$ cat src/rtl/spec_acc_seq.sv
// spec_acc_seq: sequencer for multi-pulse, multi-range-bin spectral
// accumulation in a read-modify-write DPRAM addressed as {range bin, FFT index}.
//
// Ports:
//   clk, rst (async, active-low)  clock and reset
//   start, n_pulses               arm a frame of n_pulses pulses (0 means 1)
//   data_valid_in, data_index     FFT output samples
//   rd_addr_out                   DPRAM read address, one cycle after the sample
//   wr_addr_out, dpram_wea,       write side, issued RD_LAT cycles after the
//   acc_sel                       matching read (acc_sel=0 overwrites)
//   bin_done, pulse_done,         completion pulses
//   frame_done
//   busy, pulse_count             frame in progress, completed pulses
//
// Optional build macro SPEC_ACC_READOUT_EN adds ro_start / ro_valid / ro_last
// and a READOUT state that sweeps the whole RAM once after a completed frame.
module spec_acc_seq #(
  parameter int IDX_W  = 10,
  parameter int BIN_W  = 5,
  parameter int NBINS  = 20,
  parameter int RD_LAT = 3,
  parameter int CNT_W  = 16
) (
  input  logic                   clk,
  input  logic                   rst,
  input  logic                   start,
  input  logic [CNT_W-1:0]       n_pulses,
  input  logic                   data_valid_in,
  input  logic [IDX_W-1:0]       data_index,
`ifdef SPEC_ACC_READOUT_EN
  input  logic                   ro_start,
  output logic                   ro_valid,
  output logic                   ro_last,
`endif
  output logic [BIN_W+IDX_W-1:0] rd_addr_out,
  output logic [BIN_W+IDX_W-1:0] wr_addr_out,
  output logic                   acc_sel,
  output logic                   dpram_wea,
  output logic                   bin_done,
  output logic                   pulse_done,
  output logic                   frame_done,
  output logic                   busy,
  output logic [CNT_W-1:0]       pulse_count
);
  localparam int AW = BIN_W + IDX_W;
  localparam logic [IDX_W-1:0] IDX_MAX  = '1;
  localparam logic [BIN_W-1:0] BIN_LAST = BIN_W'(NBINS - 1);
  localparam logic [CNT_W-1:0] CNT_MAX  = '1;

  typedef enum logic [2:0] {
    S_IDLE    = 3'd0,
    S_ACC     = 3'd1,
    S_FLUSH   = 3'd2,
`ifdef SPEC_ACC_READOUT_EN
    S_READOUT = 3'd4,
`endif
    S_DONE    = 3'd3
  } state_t;

  state_t           r_state, w_next;
  logic [CNT_W-1:0] r_npulses, r_pulse_cnt;
  logic [BIN_W-1:0] r_bin_cnt;
  logic [AW-1:0]    r_rd_addr;
  logic             r_busy, r_frame_done;
  logic             w_accept, w_bin_end, w_pulse_end;

  // Write-side delay line; stage 0 loads with the read, stage RD_LAT drives
  // the write port, so the write trails its read by exactly RD_LAT cycles.
  logic             r_dl_v   [0:RD_LAT];
  logic [AW-1:0]    r_dl_addr[0:RD_LAT];
  logic             r_dl_acc [0:RD_LAT];
  logic             r_dl_be  [0:RD_LAT];
  logic             r_dl_pe  [0:RD_LAT];

  assign w_accept    = (r_state == S_ACC) && data_valid_in;
  assign w_bin_end   = w_accept && (data_index == IDX_MAX);
  assign w_pulse_end = w_bin_end && (r_bin_cnt == BIN_LAST);

`ifdef SPEC_ACC_READOUT_EN
  localparam logic [AW-1:0] RO_LAST = AW'(NBINS * (2 ** IDX_W) - 1);
  logic          r_frame_seen, r_ro_active;
  logic [AW-1:0] r_ro_cnt;
  logic          r_ro_v[0:RD_LAT-1];
  logic          r_ro_l[0:RD_LAT-1];
  logic          w_ro_issue;

  assign w_ro_issue = (r_state == S_READOUT) && r_ro_active;
`endif

  // Next-state logic
  always_comb begin
    w_next = r_state;
    case (r_state)
      S_IDLE: begin
        if (start) w_next = S_ACC;
`ifdef SPEC_ACC_READOUT_EN
        else if (ro_start && r_frame_seen) w_next = S_READOUT;
`endif
        else w_next = S_IDLE;
      end
      S_ACC: begin
        if (w_pulse_end) w_next = S_FLUSH;
        else w_next = S_ACC;
      end
      S_FLUSH: begin
        // The pulse-end write is on the port now and pulse_count already
        // includes it, so the frame-end decision sees the updated count.
        if (r_dl_pe[RD_LAT]) begin
          if (r_pulse_cnt >= r_npulses) w_next = S_DONE;
          else w_next = S_ACC;
        end else begin
          w_next = S_FLUSH;
        end
      end
      S_DONE: w_next = S_IDLE;
`ifdef SPEC_ACC_READOUT_EN
      S_READOUT: begin
        if (r_ro_l[RD_LAT-1]) w_next = S_IDLE;
        else w_next = S_READOUT;
      end
`endif
      default: w_next = S_IDLE;
    endcase
  end

  // State, frame counters and read address
  always_ff @(posedge clk or negedge rst) begin
    if (!rst) begin
      r_state      <= S_IDLE;
      r_npulses    <= '0;
      r_pulse_cnt  <= '0;
      r_bin_cnt    <= '0;
      r_rd_addr    <= '0;
      r_busy       <= 1'b0;
      r_frame_done <= 1'b0;
    end else begin
      r_state      <= w_next;
      r_busy       <= (w_next != S_IDLE) && (w_next != S_DONE);
      r_frame_done <= (w_next == S_DONE);
      if ((r_state == S_IDLE) && start) begin
        r_npulses   <= (n_pulses == '0) ? CNT_W'(1) : n_pulses;
        r_pulse_cnt <= '0;
        r_bin_cnt   <= '0;
      end else begin
        // Count the pulse as its marked write moves onto the port.
        if (r_dl_pe[RD_LAT-1] && (r_pulse_cnt != CNT_MAX))
          r_pulse_cnt <= r_pulse_cnt + CNT_W'(1);
        if (w_bin_end)
          r_bin_cnt <= w_pulse_end ? '0 : r_bin_cnt + BIN_W'(1);
      end
      if (w_accept) r_rd_addr <= {r_bin_cnt, data_index};
`ifdef SPEC_ACC_READOUT_EN
      else if (w_ro_issue) r_rd_addr <= r_ro_cnt;
`endif
    end
  end

  // Write-side delay line shift
  always_ff @(posedge clk or negedge rst) begin
    if (!rst) begin
      for (int i = 0; i <= RD_LAT; i++) begin
        r_dl_v[i]    <= 1'b0;
        r_dl_addr[i] <= '0;
        r_dl_acc[i]  <= 1'b0;
        r_dl_be[i]   <= 1'b0;
        r_dl_pe[i]   <= 1'b0;
      end
    end else begin
      r_dl_v[0]    <= w_accept;
      r_dl_addr[0] <= {r_bin_cnt, data_index};
      r_dl_acc[0]  <= w_accept && (r_pulse_cnt != '0);
      r_dl_be[0]   <= w_bin_end;
      r_dl_pe[0]   <= w_pulse_end;
      for (int i = 1; i <= RD_LAT; i++) begin
        r_dl_v[i]    <= r_dl_v[i-1];
        r_dl_addr[i] <= r_dl_addr[i-1];
        r_dl_acc[i]  <= r_dl_acc[i-1];
        r_dl_be[i]   <= r_dl_be[i-1];
        r_dl_pe[i]   <= r_dl_pe[i-1];
      end
    end
  end

`ifdef SPEC_ACC_READOUT_EN
  // Readout sweep address generator and valid/last alignment
  always_ff @(posedge clk or negedge rst) begin
    if (!rst) begin
      r_frame_seen <= 1'b0;
      r_ro_active  <= 1'b0;
      r_ro_cnt     <= '0;
      for (int i = 0; i < RD_LAT; i++) begin
        r_ro_v[i] <= 1'b0;
        r_ro_l[i] <= 1'b0;
      end
    end else begin
      if (r_state == S_DONE) r_frame_seen <= 1'b1;
      if ((r_state == S_IDLE) && (w_next == S_READOUT)) begin
        r_ro_active <= 1'b1;
        r_ro_cnt    <= '0;
      end else if (w_ro_issue) begin
        r_ro_cnt <= r_ro_cnt + AW'(1);
        if (r_ro_cnt == RO_LAST) r_ro_active <= 1'b0;
      end
      r_ro_v[0] <= w_ro_issue;
      r_ro_l[0] <= w_ro_issue && (r_ro_cnt == RO_LAST);
      for (int i = 1; i < RD_LAT; i++) begin
        r_ro_v[i] <= r_ro_v[i-1];
        r_ro_l[i] <= r_ro_l[i-1];
      end
    end
  end

  assign ro_valid = r_ro_v[RD_LAT-1];
  assign ro_last  = r_ro_l[RD_LAT-1];
`endif

  assign rd_addr_out = r_rd_addr;
  assign wr_addr_out = r_dl_addr[RD_LAT];
  assign acc_sel     = r_dl_acc[RD_LAT];
  assign dpram_wea   = r_dl_v[RD_LAT];
  assign bin_done    = r_dl_be[RD_LAT];
  assign pulse_done  = r_dl_pe[RD_LAT];
  assign frame_done  = r_frame_done;
  assign busy        = r_busy;
  assign pulse_count = r_pulse_cnt;

endmodule

$ cat config.mk
export PLATFORM = sky130hd
export DESIGN_NAME = spec_acc_seq
export DESIGN_NICKNAME = d
export VERILOG_FILES = /design/src/rtl/spec_acc_seq.sv
export SDC_FILE = /design/constraint.sdc
export NUM_CORES = 1
export LEC_CHECK = 0
export CORE_UTILIZATION = 52
export DETAILED_ROUTE_END_ITERATION = 16
export HOLD_SLACK_MARGIN = 0.05
export PLACE_DENSITY = 0.8
export SETUP_SLACK_MARGIN = 0.1
export SLEW_MARGIN = 5
export SYNTH_ARGS = -nofsm -noshare
export SYNTH_HDL_FRONTEND = slang
export SYNTH_SLANG_ARGS = --single-unit
$ cat constraint.sdc
create_clock -name clk -period 2.85 [get_ports clk]
set_clock_uncertainty 0.15 [all_clocks]
set_input_delay 0.57 -clock clk [delete_from_list [all_inputs] [get_ports clk]]
set_output_delay 0.57 -clock clk [all_outputs]
set_load 0.005 [all_outputs]
* Yosys cells after proc, flatten, opt, wreduce, memory -nomap -nowiden
Cells that the tools add are included.
** Operators by class
- Multiplexer cells :: 11
- Equality and inequality tests :: 7
- $lt $le $gt $ge :: 1
- Reduce and logical (&&, ||, !) cells :: 13
- Add/subtract/negate cells :: 2
** Operators by type and width (number)
- 16-bit 2-to-1 mux :: 3
- 16-bit by 1-bit adder with 16-bit output (second input constant) :: 1
- 16-bit greater-or-equal comparator :: 1
- 16-bit logical NOT :: 1
- 16-bit inequality test (second input constant) :: 1
- 16-bit nonzero test :: 1
- 5-bit 2-to-1 mux :: 3
- 10-bit == test (second input constant) :: 1
- 3-bit case mux with 3 select lines :: 1
- 1-bit logical AND :: 7
- 3-bit by 2-bit == test with 1-bit output (second input constant) :: 2
- 5-bit by 1-bit adder with 5-bit output (second input constant) :: 1
- 5-bit == test (second input constant) :: 1
- 2-bit 2-to-1 mux :: 2
- 2-bit nonzero test :: 2
- 3-bit by 1-bit == test with 1-bit output (second input constant) :: 1
- 3-bit logical NOT :: 1
- 3-bit 2-to-1 mux :: 1
- 3-bit by 2-bit inequality test with 1-bit output (second input constant) :: 1
- 3-bit nonzero test :: 1
- 1-bit 2-to-1 mux :: 1
** Word-level totals
- Bits of input ports :: 30
- Output and inout port bits :: 52
- Logic and storage cells :: 61
- Flip-flop bits (word level) :: 133

* Depth between registers and ports, before layout
- Depth after elaboration :: 8
- Depth in mapped cells :: 8
- Gate-level depth less buffers :: 8

* Worst setup path after synthesis
No wires, ideal clock.
- Path type :: input to register
- Start point :: input data_valid_in
- End point :: register r_busy, in the netlist busy
- Library setup time :: 126 ps
- Path slack :: 674 ps
- Stages on the path :: 7
- Arrival :: 1900 ps
- Cells stage by stage :: nand3b_1 -> buf_6 -> nor4_4 -> and4b_1 -> a31oi_1 -> o21ai_0 -> ha_1
** Between the ends
- Word-level cells in the longest chain between the ends :: 7
** Ends and longest elaborated chain
- start, declared :: line 28 : input logic data_valid_in,
- 1-bit logical AND * :: line 75 : assign w_accept = (r_state == S_ACC) && data_valid_in;
- 1-bit logical AND * :: line 76 : assign w_bin_end = w_accept && (data_index == IDX_MAX);
- named net w_bin_end :: line 65 : logic w_accept, w_bin_end, w_pulse_end;
- 1-bit logical AND * :: line 77 : assign w_pulse_end = w_bin_end && (r_bin_cnt == BIN_LAST);
- named net w_pulse_end :: line 65
- 2-bit 2-to-1 mux * :: line 102 : if (w_pulse_end) w_next = S_FLUSH;
- 3-bit case mux with 3 select lines * :: line 93 : case (r_state)
- named net w_next[1] :: line 60 : state_t r_state, w_next;
- 3-bit by 2-bit inequality test with 1-bit output / 3-bit nonzero test (equally long branches) :: line 138 : r_busy <= (w_next != S_IDLE) && (w_next != S_DONE);
- 1-bit logical AND * :: line 138
- end signal, assigned :: line 138
- end, declared :: line 64 : logic r_busy, r_frame_done;
Mark *: on every way through the listed nets, which the timed path passes. The rest lies on a longest branch.
A chain may end at the register's enable or synchronous reset.

* Worst setup path after layout
- Start point :: register r_pulse_cnt[2], in the netlist pulse_count[2]
- End point :: register r_busy, in the netlist busy
** Between the ends
- Word-level cells in the longest chain between the ends :: 6
** Ends and longest elaborated chain
- start, declared :: line 61 : logic [CNT_W-1:0] r_npulses, r_pulse_cnt;
- start signal, assigned :: line 147 : r_pulse_cnt <= r_pulse_cnt + CNT_W'(1);
- 16-bit greater-or-equal comparator * :: line 109 : if (r_pulse_cnt >= r_npulses) w_next = S_DONE;
- 2-bit 2-to-1 mux * :: line 109
- 3-bit 2-to-1 mux * :: line 108 : if (r_dl_pe[RD_LAT]) begin
- 3-bit case mux with 3 select lines * :: line 93
- named net w_next[1] :: line 60
- 3-bit by 2-bit inequality test with 1-bit output / 3-bit nonzero test (equally long branches) :: line 138
- 1-bit logical AND * :: line 138
Marked as above.

==> flow_summary.toml <==
[worst_setup_path]
reg2reg_to = "busy$_DFF_PN0_"
crit_type = "flop to flop"
worstPathRequired_ns = 3.10
critPathCaptureType = "flop"
startpoint_type = "flop"
cpPeakStageDelay_ns = 0.38
r2r_cells = 7
r2r_slack_ns = 0.47
path_cells = "ha_1 -> a211o_1 -> a31oi_1 -> o221ai_1 -> a221oi_1 -> o21ai_0 -> ha_1"
timing.rr.start = "pulse_count[2]$_DFFE_PN0P_"
cpMaxStageDelayCell = "dfrtp_1"
crit_top_cell = "ha_1"
crit_arrival_ns = 2.64
crit_fanout = 2

[detailed_routing]
drt-pass1-iter-count = 5
drt_iter0_drc = 128
routed_wl_mm = 10.2
vias = 3160
detail_route.wl_per_cell_um = 17.5
via_per_inst = 5.40
route.detailed.drc = 0
detail-route-antenna-nets = 0

[floorplanning]
pin_count = 82
dieArea_sq_um = 9790
core_sq_um = 9150
row_count = 35
initial_utilization_pct = 53.4
dieWidth_um = 99.0
die_h_um = 99.0

[logic_synthesis]
async_flop_share_pct = 100
ys_types = 40
yosys-top-cells-area = "dfrtp_1 68%, ha_1 5.1%, mux2_2 3.0%"
synth_top_flop_cell = "dfrtp_1"
synth_edf_count = 0
synth_area_sq_um = 4890
syn-instance-count = 376
synth_warnings = 0
seq_area_frac_synth_pct = 67.6
ys_ff_latch = 132
synth_top_area_cell = "dfrtp_1"
syn_avg_cell_area_sq_um = 13.0
syn_nets = 426
synth_top_area_share_pct = 67.6

[timing]
fin_crit_ns = 2.38
slew_headroom_pct = 55.3
max_freq_ghz = 0.420
min_period_over_period_pct = 83.6
finalSetupTns_ns = 0
whs_ns = 0.193
drv_slew = 0
tightest_slew_ns = 0.671
hold_viol_final = 0
rsz0062_at_grt = "no"
setup_viol = 0

[placement]
port_buffers = 81
routabilityCongestion = 0.870
placed_cells = 552
place_hpwl_mm = 6.55

[grt]
met2_usage_pct = 40.7
grt_pass1_vias = 3406
grt_max_degree = 74
track_usage_pct = 23.3
antenna_found_initial = 0
grt_use_met1_pct = 27.0
overflow = 0
grtUsageMet3_pct = 5.53
grt_first_pass_wirelength_mm = 17.1
globalRoute.busiestLayer = "met2"

[run]
max-cap-violations = 0

[cells_and_area]
final_nets = 511
final_common_cell = "dfrtp_1"
area.growth.synth_to_final_pct = 30.3
antennaDiodeCount = 0
drive_gt1_share_pct = 12.0
layout.cells.most_common_list = "132 x dfrtp_1, 80 x clkdlybuf4s50_1, 37 x nand2_1"
instances_no_fill = 585

[clocking]
clkSlewWorstSetupHoldPaths_ns = 0.07
clock-sinks = 132
htree_levels = 4
cts_max_path_buffers = 2
cts_tree = "done"
numCtsBuffers = 17
cts-root-buf = "clkbuf_8"
cts_setup_buffers = 0
ctsResizeCount = 0
clock_latency_ns = 0.52

[power]
ir_worst_vdd_mv = 0.392
p_leak_nw = 2.94
powerDensity_nw_per_um2 = 748

[min_path]
hp-class = "flop to flop"
hold_end = "r_dl_addr[32]$_DFF_PN0_"
hold_path_depth = 0
hp-start = "r_dl_addr[47]$_DFF_PN0_"

[status]
status = "completed"
[state kept, by name, indices dropped and copies added, names as in the netlist, 2 cells and up]
name and cells:
r_dl_acc 3, wr_addr_out 15, r_dl_addr 45, r_dl_be 3
rd_addr_out 15, r_dl_pe 3, r_bin_cnt 5, pulse_count 16
r_npulses 16, r_dl_v 3, r_state 2
[worst max-delay path, delay by kind of cell, from the launching register on]
family / cells / cell delay (ns)
AOI/OAI and AO/OA: 5 / 1.14
adders and majority gates: 2 / 0.61
DFF: 1 / 0.38
[worst max path at each step]
stage                                     startpoint             end  slack (ns)  cells past startpoint
after global routing      pulse_count[3]$_DFFE_PN0P_  busy$_DFF_PN0_        0.32                      7
after detailed placement               data_valid_in  busy$_DFF_PN0_        0.33                      7
after floorplan                        data_valid_in  busy$_DFF_PN0_        0.67                      7
after CTS                 pulse_count[2]$_DFFE_PN0P_  busy$_DFF_PN0_        0.47                      7
final                     pulse_count[2]$_DFFE_PN0P_  busy$_DFF_PN0_        0.47                      7
after global placement                 data_valid_in  busy$_DFF_PN0_        0.38                      7
[Yosys cell counts, types with 4 or more instances]
| cell | instances |
|---|---|
| nand2_1 | 37 |
| nor2_1 | 21 |
| mux2_2 | 13 |
| nand4_1 | 10 |
| and3_1 | 4 |
| nor4_1 | 9 |
| ha_1 | 20 |
| nor3_1 | 8 |
| buf_4 | 15 |
| a21oi_1 | 8 |
| clkbuf_1 | 7 |
| xor2_1 | 5 |
| o21ai_0 | 19 |
| dfrtp_1 | 132 |
| a31oi_1 | 4 |
| xnor2_1 | 7 |
| and4_1 | 4 |
| inv_1 | 21 |
[kinds of logic after synthesis]
logic type / share of synthesized area (%)
DFF: 67.6
and+or+nand+nor: 11.6
AOI/OAI and AO/OA: 5.50
buffers and inverters: 4.68
adders and majority gates: 5.12
muxes: 3.40
xor gates and xnor gates: 2.15
[per-layer routing]
layer	share of wire (%)	routed length, um
met5	0	0
met4	2.3	240
met3	4.2	433
met2	54	5540
met1	39	4010
[where the power goes]
part | internal, mW | leakage, nW | switching, mW
Combinational | 0.254 | 0.979 | 0.264
Clock | 1.22 | 0.290 | 0.918
Sequential | 2.03 | 1.67 | 0.0798
[metrics by stage]
stage               util (%)  cell area [sq um]  setup slack (ns)  total power [mW]
floorplan                  -               4890             0.674              2.37
global placement        63.0               5770             0.385              2.61
detailed placement      63.0               5770             0.329              2.64
CTS                     69.6               6370             0.475              4.80
global route            69.6               6370             0.316              4.97
finish                  69.6               6370             0.468              4.76
[what timing repair did]
item,4_1_cts,5_1_grt
hold endpoints to repair,76,0
setup endpoints to repair,0,0
hold buffers,1,0
[area by class of cell]
cell class	count	area (sq um)
sequential	132	3300
fill	617	2780
multi-input combinational	200	1360
timing repair buffer	89	896
clock buffer	17	414
clock inverter	15	176
tap	111	139
inverter	21	78.8
No activity file was read; power rests on OpenSTA's default activity.
